**src/rtl/line_step_engine_pkg.sv**
```systemverilog
// Shared definitions for the line-drawing stepper: FSM encoding and the
// width rules for coordinates, deltas and the Bresenham error term.
package line_step_engine_pkg;

    typedef enum logic [1:0] {
        IDLE  = 2'd0,
        SETUP = 2'd1,
        STEP  = 2'd2,
        DONE  = 2'd3
    } state_t;

    localparam int COORD_W_DEFAULT = 13;

    // A difference of two WIDTH-bit signed values needs one extra bit.
    function automatic int delta_width(input int coord_w);
        return coord_w + 1;
    endfunction

    // The error term swings between -minor and +major, so one more bit on top.
    function automatic int err_width(input int coord_w);
        return coord_w + 2;
    endfunction

endpackage

```
**src/rtl/divide_by_two.sv**
```systemverilog
// Signed halving by arithmetic shift right (rounds toward minus infinity).
module divide_by_two #(
    parameter int W = 14
) (
    input  logic signed [W-1:0] value,
    output logic signed [W-1:0] half
);

    assign half = value >>> 1;

endmodule

```
**src/rtl/line_setup.sv**
```systemverilog
// Combinational line setup: signed deltas, step directions, octant (steep)
// and the major/minor axis lengths for the Bresenham walk.
module line_setup
    import line_step_engine_pkg::*;
#(
    parameter int WIDTH = COORD_W_DEFAULT
) (
    input  logic [WIDTH-1:0] x0,
    input  logic [WIDTH-1:0] y0,
    input  logic [WIDTH-1:0] x1,
    input  logic [WIDTH-1:0] y1,
    output logic             sx_neg,
    output logic             sy_neg,
    output logic             steep,
    output logic [WIDTH:0]   major,
    output logic [WIDTH:0]   minor
);

    localparam int DW = delta_width(WIDTH);

    logic signed [DW-1:0] dx;
    logic signed [DW-1:0] dy;
    logic        [DW-1:0] adx;
    logic        [DW-1:0] ady;

    // A zero delta counts as a positive direction.
    always_comb begin
        dx     = $signed({x1[WIDTH-1], x1}) - $signed({x0[WIDTH-1], x0});
        dy     = $signed({y1[WIDTH-1], y1}) - $signed({y0[WIDTH-1], y0});
        sx_neg = dx[DW-1];
        sy_neg = dy[DW-1];
        adx    = sx_neg ? -dx : dx;
        ady    = sy_neg ? -dy : dy;
        steep  = ady > adx;
        major  = steep ? ady : adx;
        minor  = steep ? adx : ady;
    end

endmodule

```
**src/rtl/line_step_engine.sv**
```systemverilog
// Bresenham stepping stage: accepts one line per handshake and emits one pixel
// per cycle under valid/ready. Optional macro PIXEL_CLIP_EN hides off-screen pixels.
module line_step_engine
    import line_step_engine_pkg::*;
#(
    parameter int WIDTH    = COORD_W_DEFAULT,
    parameter int SCREEN_W = 640,
    parameter int SCREEN_H = 480
) (
    input  logic             clk,
    input  logic             rst,
    input  logic             line_valid,
    output logic             line_ready,
    input  logic [WIDTH-1:0] x0,
    input  logic [WIDTH-1:0] y0,
    input  logic [WIDTH-1:0] x1,
    input  logic [WIDTH-1:0] y1,
    output logic             pix_valid,
    input  logic             pix_ready,
    output logic [WIDTH-1:0] pix_x,
    output logic [WIDTH-1:0] pix_y,
    output logic             pix_last,
    output logic             busy,
    output logic             done
);

    localparam int DW = delta_width(WIDTH);
    localparam int EW = err_width(WIDTH);

    // The clip window must be a positive size that fits a signed coordinate.
    if (SCREEN_W < 1 || SCREEN_H < 1 ||
        SCREEN_W >= 2**(WIDTH-1) || SCREEN_H >= 2**(WIDTH-1)) begin : g_bad_clip
        $error("line_step_engine: clip window does not fit WIDTH");
    end

    state_t state;
    state_t state_next;

    logic [WIDTH-1:0] ex0, ey0, ex1, ey1;
    logic signed [WIDTH-1:0] cur_x, cur_y;

    logic          set_sx_neg, set_sy_neg, set_steep;
    logic [DW-1:0] set_major, set_minor;
    logic signed [DW-1:0] half_major;

    logic          sx_neg_q, sy_neg_q, steep_q;
    logic [DW-1:0] major_q, minor_q;
    logic [DW-1:0] remain;
    logic signed [EW-1:0] err, err_sub, err_next;

    logic minor_move, move_x, move_y;
    logic present, advance, last_step;

    line_setup #(.WIDTH(WIDTH)) u_setup (
        .x0     (ex0),
        .y0     (ey0),
        .x1     (ex1),
        .y1     (ey1),
        .sx_neg (set_sx_neg),
        .sy_neg (set_sy_neg),
        .steep  (set_steep),
        .major  (set_major),
        .minor  (set_minor)
    );

    divide_by_two #(.W(DW)) u_half (
        .value ($signed(set_major)),
        .half  (half_major)
    );

`ifdef PIXEL_CLIP_EN
    localparam logic signed [WIDTH-1:0] CLIP_W = WIDTH'(SCREEN_W);
    localparam logic signed [WIDTH-1:0] CLIP_H = WIDTH'(SCREEN_H);

    assign present = !cur_x[WIDTH-1] && (cur_x < CLIP_W) &&
                     !cur_y[WIDTH-1] && (cur_y < CLIP_H);
`else
    assign present = 1'b1;
`endif

    // Hidden pixels step freely; presented ones wait for the writer.
    assign advance   = (state == STEP) && (present ? pix_ready : 1'b1);
    assign last_step = (remain == '0);

    always_comb begin
        err_sub    = err - $signed({1'b0, minor_q});
        minor_move = err_sub[EW-1];
        err_next   = minor_move ? err_sub + $signed({1'b0, major_q}) : err_sub;
        move_x     = !steep_q || minor_move;
        move_y     = steep_q || minor_move;
    end

    always_ff @(posedge clk) begin
        if (rst) begin
            state <= IDLE;
        end else begin
            state <= state_next;
        end
    end

    always_comb begin
        state_next = state;
        unique case (state)
            IDLE:    if (line_valid) state_next = SETUP;
            SETUP:   state_next = STEP;
            STEP:    if (advance && last_step) state_next = DONE;
            DONE:    state_next = IDLE;
            default: state_next = IDLE;
        endcase
    end

    always_comb begin
        line_ready = (state == IDLE);
        busy       = (state != IDLE);
        done       = (state == DONE);
        pix_valid  = (state == STEP) && present;
        pix_last   = (state == STEP) && present && last_step;
    end

    // Step counter counts down from the major length; zero marks the end point.
    always_ff @(posedge clk) begin
        if (rst) begin
            ex0      <= '0;
            ey0      <= '0;
            ex1      <= '0;
            ey1      <= '0;
            cur_x    <= '0;
            cur_y    <= '0;
            sx_neg_q <= 1'b0;
            sy_neg_q <= 1'b0;
            steep_q  <= 1'b0;
            major_q  <= '0;
            minor_q  <= '0;
            remain   <= '0;
            err      <= '0;
        end else begin
            if (state == IDLE && line_valid) begin
                ex0 <= x0;
                ey0 <= y0;
                ex1 <= x1;
                ey1 <= y1;
            end
            if (state == SETUP) begin
                cur_x    <= $signed(ex0);
                cur_y    <= $signed(ey0);
                sx_neg_q <= set_sx_neg;
                sy_neg_q <= set_sy_neg;
                steep_q  <= set_steep;
                major_q  <= set_major;
                minor_q  <= set_minor;
                remain   <= set_major;
                err      <= $signed({half_major[DW-1], half_major});
            end
            if (advance) begin
                err    <= err_next;
                remain <= remain - DW'(1);
                if (move_x) begin
                    cur_x <= sx_neg_q ? cur_x - WIDTH'(1) : cur_x + WIDTH'(1);
                end
                if (move_y) begin
                    cur_y <= sy_neg_q ? cur_y - WIDTH'(1) : cur_y + WIDTH'(1);
                end
            end
        end
    end

    assign pix_x = cur_x;
    assign pix_y = cur_y;

endmodule

```
**config.mk**
```make
export PLATFORM = sky130hd
export DESIGN_NAME = line_step_engine
export DESIGN_NICKNAME = d
export VERILOG_FILES = /design/src/rtl/line_step_engine_pkg.sv /design/src/rtl/divide_by_two.sv /design/src/rtl/line_setup.sv /design/src/rtl/line_step_engine.sv
export SDC_FILE = /design/constraint.sdc
export NUM_CORES = 1
export LEC_CHECK = 0
export CAP_MARGIN = 20
export CORE_UTILIZATION = 62
export CTS_CLUSTER_DIAMETER = 100
export DETAILED_ROUTE_END_ITERATION = 6
export PLACE_DENSITY = 0.9
export SYNTH_ARGS = -nofsm -noshare
export SYNTH_HDL_FRONTEND = slang
export SYNTH_SLANG_ARGS = --single-unit
export TNS_END_PERCENT = 1
```
**constraint.sdc**
```tcl
create_clock -name clk -period 7.3 [get_ports clk]
set_clock_uncertainty 0.05 [all_clocks]
set_input_delay 1.095 -clock clk [delete_from_list [all_inputs] [get_ports clk]]
set_output_delay 1.095 -clock clk [all_outputs]
set_load 0.01 [all_outputs]
```
==> tab_implementation.tex, run 1 <==
\begin{tabular}{lr}
\hline
Metric & Value \\
\hline
\multicolumn{2}{l}{\textbf{Outcome}} \\
\quad Outcome & finished, violations left \\
\quad Violations in the final reports & DRC \\
\multicolumn{2}{l}{\textbf{Clocking}} \\
\quad Inserted Clock Buffers & 17 \\
\quad Cts hold-fix bufs & 0 \\
\quad Number of H-tree levels & 4 \\
\quad Clock tree from TritonCTS & done \\
\quad Clock-pin slew reported for the worst setup and hold paths after clock tree synthesis & 0.07 ns \\
\quad Maximum number of buffers from clock root to sink & 2 \\
\quad Root Buffer Master & sky130\_fd\_sc\_hd\_\_clkbuf\_16 \\
\quad Number of buffers inserted by post-CTS setup repair & 0 \\
\quad Clock sink count & 140 \\
\quad Clock latency of the later-clocked register in the worst-skew pair & 0.44 ns \\
\quad Post\_cts resized & 0 \\
\multicolumn{2}{l}{\textbf{Drt}} \\
\quad Length of the first detailed-routing pass in iterations & 7 \\
\quad Drt initial violations & 858 \\
\quad Total vias in the final route & 10300 \\
\quad Remaining DRCs & 3 \\
\quad Average routed wire per standard cell & 17.9 µm \\
\quad Number of nets still failing antenna checks after routing & 0 \\
\quad Total Wirelength & 29400 µm \\
\quad Vias per std cell & 6.26 \\
\multicolumn{2}{l}{\textbf{Synth}} \\
\quad Mapped Area & 0.0107 mm² \\
\quad Yosys warning total & 0 \\
\quad Number of enable-type register cells in the synthesized netlist & 0 \\
\quad Post-synth top area cell & sky130\_fd\_sc\_hd\_\_dfxtp\_1 \\
\quad Number of unique standard cell types used by synthesis & 84 \\
\quad Proportion of synthesized flip-flops having asynchronous set or reset & 0 \\
\quad Fraction of post-synthesis cell area in the top cell type by area & 0.263 \\
\quad Net count of the mapped netlist & 1517 \\
\quad Share of the yosys chip area belonging to registers & 0.263 \\
\quad Dominant register cell in the synthesized netlist & sky130\_fd\_sc\_hd\_\_dfxtp\_1 \\
\quad Top cells by area in the synthesized netlist & sky130\_fd\_sc\_hd\_\_dfxtp\_1 (26\%), sky130\_fd\_sc\_hd\_\_ha\_1 (11\%), sky130\_fd\_sc\_hd\_\_a21oi\_1 (5.9\%) \\
\quad Synthesized flop and latch total & 140 \\
\quad Leading cell type by number of instances after synthesis & sky130\_fd\_sc\_hd\_\_nand2\_1 \\
\quad Synthesized instance count & 1358 \\
\quad Most frequent cells after synthesis & sky130\_fd\_sc\_hd\_\_nand2\_1 (165), sky130\_fd\_sc\_hd\_\_dfxtp\_1 (140), sky130\_fd\_sc\_hd\_\_a21oi\_1 (125) \\
\quad Average instance area after synthesis & 7.85 µm² \\
\multicolumn{2}{l}{\textbf{Final layout}} \\
\quad Post-layout net count & 1570 \\
\quad Register area & 0.00280 mm² \\
\quad Inserted Diodes & 0 \\
\quad Fill cells & 1278 \\
\quad Layout overhead on the synthesized area & 14.5\% \\
\quad Fraction of final layout cells sized beyond drive strength 1 & 0.0604 \\
\quad Multi-input gate area & 0.00730 mm² \\
\multicolumn{2}{l}{\textbf{STA}} \\
\quad Least-Margin Pin Slew & 1.12 ns \\
\quad Setup repair after global routing missed its margin & false \\
\quad Final number of setup-violating endpoints & 0 \\
\quad Hold violation total from the final report & 0 \\
\quad Maximum clock frequency & 171 MHz \\
\quad Max Slew Vio Count & 0 \\
\quad Final critical delay including setup and external delays & 5.86 ns \\
\quad Slew HR & 0.257 \\
\quad Part of the cycle the worst path needs & 0.802 \\
\quad Total Neg Setup Slack & 0 ns \\
\multicolumn{2}{l}{\textbf{GRT}} \\
\quad Met2 capacity usage during global routing & 0.603 \\
\quad First-pass GRT wire length & 48200 µm \\
\quad Antenna violations before repair & 0 \\
\quad Most utilized layer in the global route result & met2 \\
\quad Tot GR Track Use & 0.340 \\
\quad Global-route track usage on met3 & 0.0578 \\
\quad Met1 track demand over resource in global routing & 0.398 \\
\quad Largest net degree at the start of global routing & 85 \\
\quad Number of global-route vias before repair & 9975 \\
\quad Global route overflow & 0 \\
\multicolumn{2}{l}{\textbf{Floorplan}} \\
\quad Initial standard-cell utilization of the core & 0.639 \\
\quad I/O pin count & 87 \\
\quad Die H & 133 µm \\
\quad Die Footprint & 0.0177 mm² \\
\quad Horiz. Die Dim & 133 µm \\
\quad Row cnt & 47 \\
\quad Core region area & 0.0167 mm² \\
\multicolumn{2}{l}{\textbf{Hold path}} \\
\quad Path class of the lowest-slack min-delay path & reg -> reg \\
\multicolumn{2}{l}{\textbf{Setup path}} \\
\quad Crit. End Element & flop \\
\quad Required time of the critical path & 7.53 ns \\
\quad Family of cells with the greatest summed delay on the critical path & compound AO/OA/AOI/OAI gates \\
\quad Critical path buffer and inverter count & 2 \\
\quad Critical path, cell by cell & inv\_1, ha\_1, o2111ai\_1, a31oi\_1, o211ai\_1, or4b\_1, o21ai\_0, xnor2\_1, inv\_1, ha\_1, a21o\_1, a21o\_1, a221oi\_1, a211o\_1, mux2\_2, o21ai\_0, o32ai\_1 \\
\quad Crit Path Category & reg -> reg \\
\quad Data arrival time at the worst-slack endpoint & 6.08 ns \\
\quad Max stage delay cell, worst path & sky130\_fd\_sc\_hd\_\_a211o\_1 \\
\quad Crit path largest cell delay & 0.70 ns \\
\quad Largest fanout of any net on the critical path & 19 \\
\quad Sort of element at the start of the critical path & flop \\
\multicolumn{2}{l}{\textbf{Place}} \\
\quad I/O Buffers & 86 \\
\quad Placer's final routability congestion estimate & 0.918 \\
\quad Detailed Place HPWL & 22100 µm \\
\multicolumn{2}{l}{\textbf{Run}} \\
\quad Total of max-cap violations & 0 \\
\hline
\end{tabular}
==> per-stage QoR <==
step / area (µm²) / hold slack (ns) / setup WS [ns] / utilization / instances
final: 12200 / 0.413 / 1.44 / 0.731 / 1644
after global routing: 12200 / 0.427 / 1.14 / 0.731 / 1644
after CTS: 12200 / 0.412 / 1.47 / 0.731 / 1644
after detailed placement: 11600 / 0.404 / 1.50 / 0.697 / 1612
after global placement: 11600 / 0.395 / 1.62 / 0.696 / 1611
after floorplan: 10700 / 0.386 / 2.30 / - / 1358
==> layer usage <==
| layer | routed length (µm) | share of wire | vias up |
|---|---|---|---|
| li1 | - | - | 4995 |
| met1 | 11800 | 0.40 | 4828 |
| met2 | 14600 | 0.50 | 393 |
| met3 | 1890 | 0.064 | 75 |
| met4 | 1110 | 0.038 | 0 |
| met5 | 0 | 0 | - |
==> kinds of logic after synthesis <==
family / count (synthesis) / synth area share
adders and majority gates: 103 / 0.125
AOI/OAI and AO/OA: 370 / 0.235
DFF: 140 / 0.263
buffers and inverters: 151 / 0.0548
muxes: 47 / 0.0451
and+or+nand+nor: 471 / 0.214
xor gates and xnor gates: 76 / 0.0631
==> tightest hold or removal path, delay by kind of cell (launching register included) <==
kind               cells  cell delay [ns]
DFF                    1             0.31
AOI/OAI and AO/OA      1             0.05
and+or+nand+nor        1             0.05
==> final timing paths <==
check / slack, ns / from / to / depth (start not counted)
setup / recovery: 1.44 / ex0[3]$_SDFFE_PP0P_ / err[0]$_SDFFE_PP0P_ / 17
hold / removal: 0.41 / ex1[0]$_SDFFE_PP0P_ / ex1[0]$_SDFFE_PP0P_ / 2
setup reg to reg: 1.44 / ex0[3]$_SDFFE_PP0P_ / err[0]$_SDFFE_PP0P_ / 17
hold reg to reg: 0.41 / ex1[0]$_SDFFE_PP0P_ / ex1[0]$_SDFFE_PP0P_ / 2
==> registers in the layout (all words and copies together) (netlist names) <==
register / cells
err: 15
major_q: 14
minor_q: 14
remain: 14
ex0: 13
ex1: 13
ey0: 13
ey1: 13
pix_x: 13
pix_y: 13
state: 2
steep_q: 1
sx_neg_q: 1
sy_neg_q: 1
==> cell type report <==
| type | count | area share |
|---|---|---|
| clock buffers | 19 | 0.0363 |
| clock inverters | 13 | 0.0107 |
| inverters | 92 | 0.0283 |
| multi-input cells | 1067 | 0.597 |
| flip-flops and latches | 140 | 0.230 |
| well taps | 220 | 0.0225 |
| repair buffers | 93 | 0.0752 |
==> cells in the final DEF, fill, tap and decap left out, types with 8 or more instances in the layout <==
cell type / netlist / layout
sky130_fd_sc_hd__nand2_1: 165 / 165
sky130_fd_sc_hd__dfxtp_1: 140 / 140
sky130_fd_sc_hd__a21oi_1: 125 / 123
sky130_fd_sc_hd__nor2_1: 108 / 108
sky130_fd_sc_hd__ha_1: 97 / 96
sky130_fd_sc_hd__inv_1: 92 / 92
sky130_fd_sc_hd__clkdlybuf4s50_1: 0 / 85
sky130_fd_sc_hd__a211oi_1: 54 / 54
sky130_fd_sc_hd__xnor2_1: 44 / 44
sky130_fd_sc_hd__o21ai_0: 39 / 39
sky130_fd_sc_hd__mux2i_1: 39 / 39
sky130_fd_sc_hd__nor3_1: 32 / 32
sky130_fd_sc_hd__xor2_1: 31 / 31
sky130_fd_sc_hd__nor2b_1: 29 / 29
sky130_fd_sc_hd__nand3_1: 27 / 27
sky130_fd_sc_hd__nand2b_1: 18 / 18
sky130_fd_sc_hd__o211ai_1: 18 / 18
sky130_fd_sc_hd__clkbuf_16: 0 / 17
sky130_fd_sc_hd__or3_1: 15 / 15
sky130_fd_sc_hd__a31oi_1: 12 / 12
sky130_fd_sc_hd__and2_1: 13 / 12
sky130_fd_sc_hd__o21a_1: 11 / 11
sky130_fd_sc_hd__and3_1: 10 / 10
sky130_fd_sc_hd__a21o_1: 9 / 9
sky130_fd_sc_hd__a221oi_1: 9 / 9
sky130_fd_sc_hd__o22ai_1: 9 / 9
sky130_fd_sc_hd__nor4_1: 9 / 9
sky130_fd_sc_hd__mux2_2: 8 / 8
Power of run 1 is left out: the tool's default activity adds up to more than one toggle a clock period on the data nets, which glitch-free logic cannot reach.
==> run 2, diff against run 1 <==
Settings changed: CORE_UTILIZATION 62 to 54, PLACE_DENSITY 0.9 to 0.84.
Clock period 7.3 ns to 5.1 ns, I/O delays scaled along.
==> tab_implementation.tex, run 2 (synthesized netlist as in run 1, its figures left out) <==
\begin{tabular}{lr}
\hline
Metric & Value \\
\hline
\multicolumn{2}{l}{\textbf{Outcome}} \\
\quad Outcome & finished clean \\
\multicolumn{2}{l}{\textbf{STA}} \\
\quad Final critical delay including setup and external delays & 4.90 ns \\
\quad Hold violation total from the final report & 0 \\
\quad Worst hold slack across all endpoints & 0.409 ns \\
\quad Total Neg Setup Slack & 0 ns \\
\quad Least-Margin Pin Slew & 0.984 ns \\
\quad Part of the cycle the worst path needs & 0.961 \\
\quad Max Slew Vio Count & 0 \\
\quad Slew HR & 0.342 \\
\quad Final number of setup-violating endpoints & 0 \\
\quad Setup repair after global routing missed its margin & true \\
\quad Maximum clock frequency & 204 MHz \\
\multicolumn{2}{l}{\textbf{Setup path}} \\
\quad Largest fanout of any net on the critical path & 6 \\
\quad Number of cells traversed by the worst register-to-register path & 18 \\
\quad Data arrival time at the worst-slack endpoint & 5.19 ns \\
\quad Sort of element at the start of the critical path & flop \\
\quad Critical path, cell by cell & inv\_1, ha\_2, inv\_1, a311o\_1, a311oi\_2, or3b\_4, nor3\_2, a31oi\_1, xnor2\_1, ha\_1, nand4\_1, nor4\_2, buf\_4, a211o\_1, buf\_4, mux2i\_1, nand2\_1, a221oi\_1 \\
\quad Worst reg-to-reg setup slack & 0.20 ns \\
\quad RR Startpoint & ey0[5]\$\_SDFFE\_PP0P\_ \\
\quad Required time of the critical path & 5.39 ns \\
\quad Max stage delay cell, worst path & sky130\_fd\_sc\_hd\_\_or3b\_4 \\
\quad Crit Reg-Reg Endpoint & err[3]\$\_SDFFE\_PP0P\_ \\
\quad Crit. End Element & flop \\
\quad Crit Path Category & reg -> reg \\
\quad Crit path largest cell delay & 0.46 ns \\
\multicolumn{2}{l}{\textbf{Final layout}} \\
\quad Most common library cell in the layout ignoring fill and taps & sky130\_fd\_sc\_hd\_\_nand2\_1 \\
\quad Fraction of final layout cells sized beyond drive strength 1 & 0.0884 \\
\quad Inserted Diodes & 0 \\
\quad Post-layout net count & 1595 \\
\quad Register area & 0.00280 mm² \\
\quad Multi-input gate area & 0.00739 mm² \\
\quad Area of all placed cells without fillers & 0.0126 mm² \\
\quad Layout overhead on the synthesized area & 17.9\% \\
\quad Fill cells & 1636 \\
\quad Highest-count cells in the layout ignoring fill and taps & sky130\_fd\_sc\_hd\_\_nand2\_1 (165), sky130\_fd\_sc\_hd\_\_dfxtp\_1 (140), sky130\_fd\_sc\_hd\_\_a21oi\_1 (120), sky130\_fd\_sc\_hd\_\_nor2\_1 (108), sky130\_fd\_sc\_hd\_\_ha\_1 (93) \\
\quad Number of flip-flops in the largest register & 15 \\
\quad Top reg by flops & err \\
\multicolumn{2}{l}{\textbf{Place}} \\
\quad Placer's final routability congestion estimate & 0.957 \\
\quad Placed inst area & 0.0118 mm² \\
\quad Detailed Place HPWL & 21500 µm \\
\quad I/O Buffers & 86 \\
\multicolumn{2}{l}{\textbf{Clocking}} \\
\quad Number of H-tree levels & 4 \\
\quad Clock latency of the later-clocked register in the worst-skew pair & 0.44 ns \\
\quad Clock tree from TritonCTS & done \\
\quad Inserted Clock Buffers & 17 \\
\quad Clock sink count & 140 \\
\quad Clock-pin slew reported for the worst setup and hold paths after clock tree synthesis & 0.07 ns \\
\quad Maximum number of buffers from clock root to sink & 2 \\
\quad Root Buffer Master & sky130\_fd\_sc\_hd\_\_clkbuf\_16 \\
\quad Cts hold-fix bufs & 0 \\
\multicolumn{2}{l}{\textbf{Floorplan}} \\
\quad I/O pin count & 87 \\
\quad Die Footprint & 0.0203 mm² \\
\quad Initial standard-cell utilization of the core & 0.550 \\
\quad Row cnt & 51 \\
\quad Core region area & 0.0194 mm² \\
\quad Die H & 143 µm \\
\quad Horiz. Die Dim & 143 µm \\
\multicolumn{2}{l}{\textbf{GRT}} \\
\quad Antenna violations before repair & 0 \\
\quad Global route overflow & 0 \\
\quad First-pass GRT wire length & 46400 µm \\
\quad Most utilized layer in the global route result & met2 \\
\quad Number of global-route vias before repair & 9669 \\
\quad Largest net degree at the start of global routing & 85 \\
\quad Tot GR Track Use & 0.290 \\
\quad Met2 capacity usage during global routing & 0.506 \\
\quad Global-route track usage on met3 & 0.0448 \\
\quad Met1 track demand over resource in global routing & 0.343 \\
\multicolumn{2}{l}{\textbf{Hold path}} \\
\quad Path class of the lowest-slack min-delay path & reg -> reg \\
\quad Hold Path Origin & ex1[0]\$\_SDFFE\_PP0P\_ \\
\quad Number of cells on the worst hold path & 2 \\
\quad End point of the most critical hold path & ex1[0]\$\_SDFFE\_PP0P\_ \\
\multicolumn{2}{l}{\textbf{Drt}} \\
\quad Total Wirelength & 28800 µm \\
\quad Vias per std cell & 5.99 \\
\quad Average routed wire per standard cell & 16.8 µm \\
\quad Drt initial violations & 588 \\
\quad Remaining DRCs & 0 \\
\quad Total vias in the final route & 10300 \\
\quad Number of nets still failing antenna checks after routing & 0 \\
\quad Length of the first detailed-routing pass in iterations & 7 \\
\multicolumn{2}{l}{\textbf{Run}} \\
\quad Total of max-cap violations & 0 \\
\hline
\end{tabular}
run 2: repair_timing:
action	in CTS	in global routing
pin swaps	1	3
hold endpoints to repair	0	0
resized for setup	0	25
setup endpoints to repair	2	55
setup buffers	5	1
run 2: worst max-delay path by stage:
stage / startpoint / end / slack, ns / cells past startpoint
finish: ey0[5]$_SDFFE_PP0P_ / err[3]$_SDFFE_PP0P_ / 0.20 / 18
global route: ex1[0]$_SDFFE_PP0P_ / err[5]$_SDFFE_PP0P_ / -0.08 / 20
CTS: ex0[1]$_SDFFE_PP0P_ / major_q[13]$_SDFFE_PP0P_ / 0.009 / 21
detailed placement: ex1[0]$_SDFFE_PP0P_ / minor_q[6]$_SDFFE_PP0P_ / 0.01 / 21
global placement: ex1[0]$_SDFFE_PP0P_ / minor_q[0]$_SDFFE_PP0P_ / 0.19 / 21
floorplan: ex1[0]$_SDFFE_PP0P_ / err[0]$_SDFFE_PP0P_ / 0.1 / 20
run 2: cell type report:
class / instances / area share
multi-input cells: 1067 / 0.587
well taps: 265 / 0.0264
flip-flops and latches: 140 / 0.223
clock buffers: 17 / 0.0338
clock inverters: 14 / 0.0145
inverters: 92 / 0.0275
repair buffers: 118 / 0.0877
run 2: metal layers:
layer / wire length, µm / vias up
met1: 12400 / 4819
met4: 1210 / 0
met3: 1400 / 68
li1: - / 5050
met2: 13800 / 320
met5: 0 / -
run 2: stage by stage:
stage / worst slack [ns] / util / cells
6_report: 0.197 / 0.648 / 1713
5_1_grt: -0.0803 / 0.648 / 1713
4_1_cts: 0.00858 / 0.643 / 1712
3_5_place_dp: 0.0106 / 0.610 / 1676
3_3_place_gp: 0.193 / 0.610 / 1676
2_1_floorplan: 0.0955 / - / 1358
run 2: worst max-delay path, delay by kind of cell, from the launching register on:
kind / cells / cell delay, ns
compound gates: 5 / 1.40
mux: 1 / 0.28
simple gates: 5 / 1.17
buf+inv: 4 / 0.54
fa+ha+maj: 2 / 0.73
flops: 1 / 0.41
xor+xnor: 1 / 0.23
Power of run 2 is left out for the same reason.
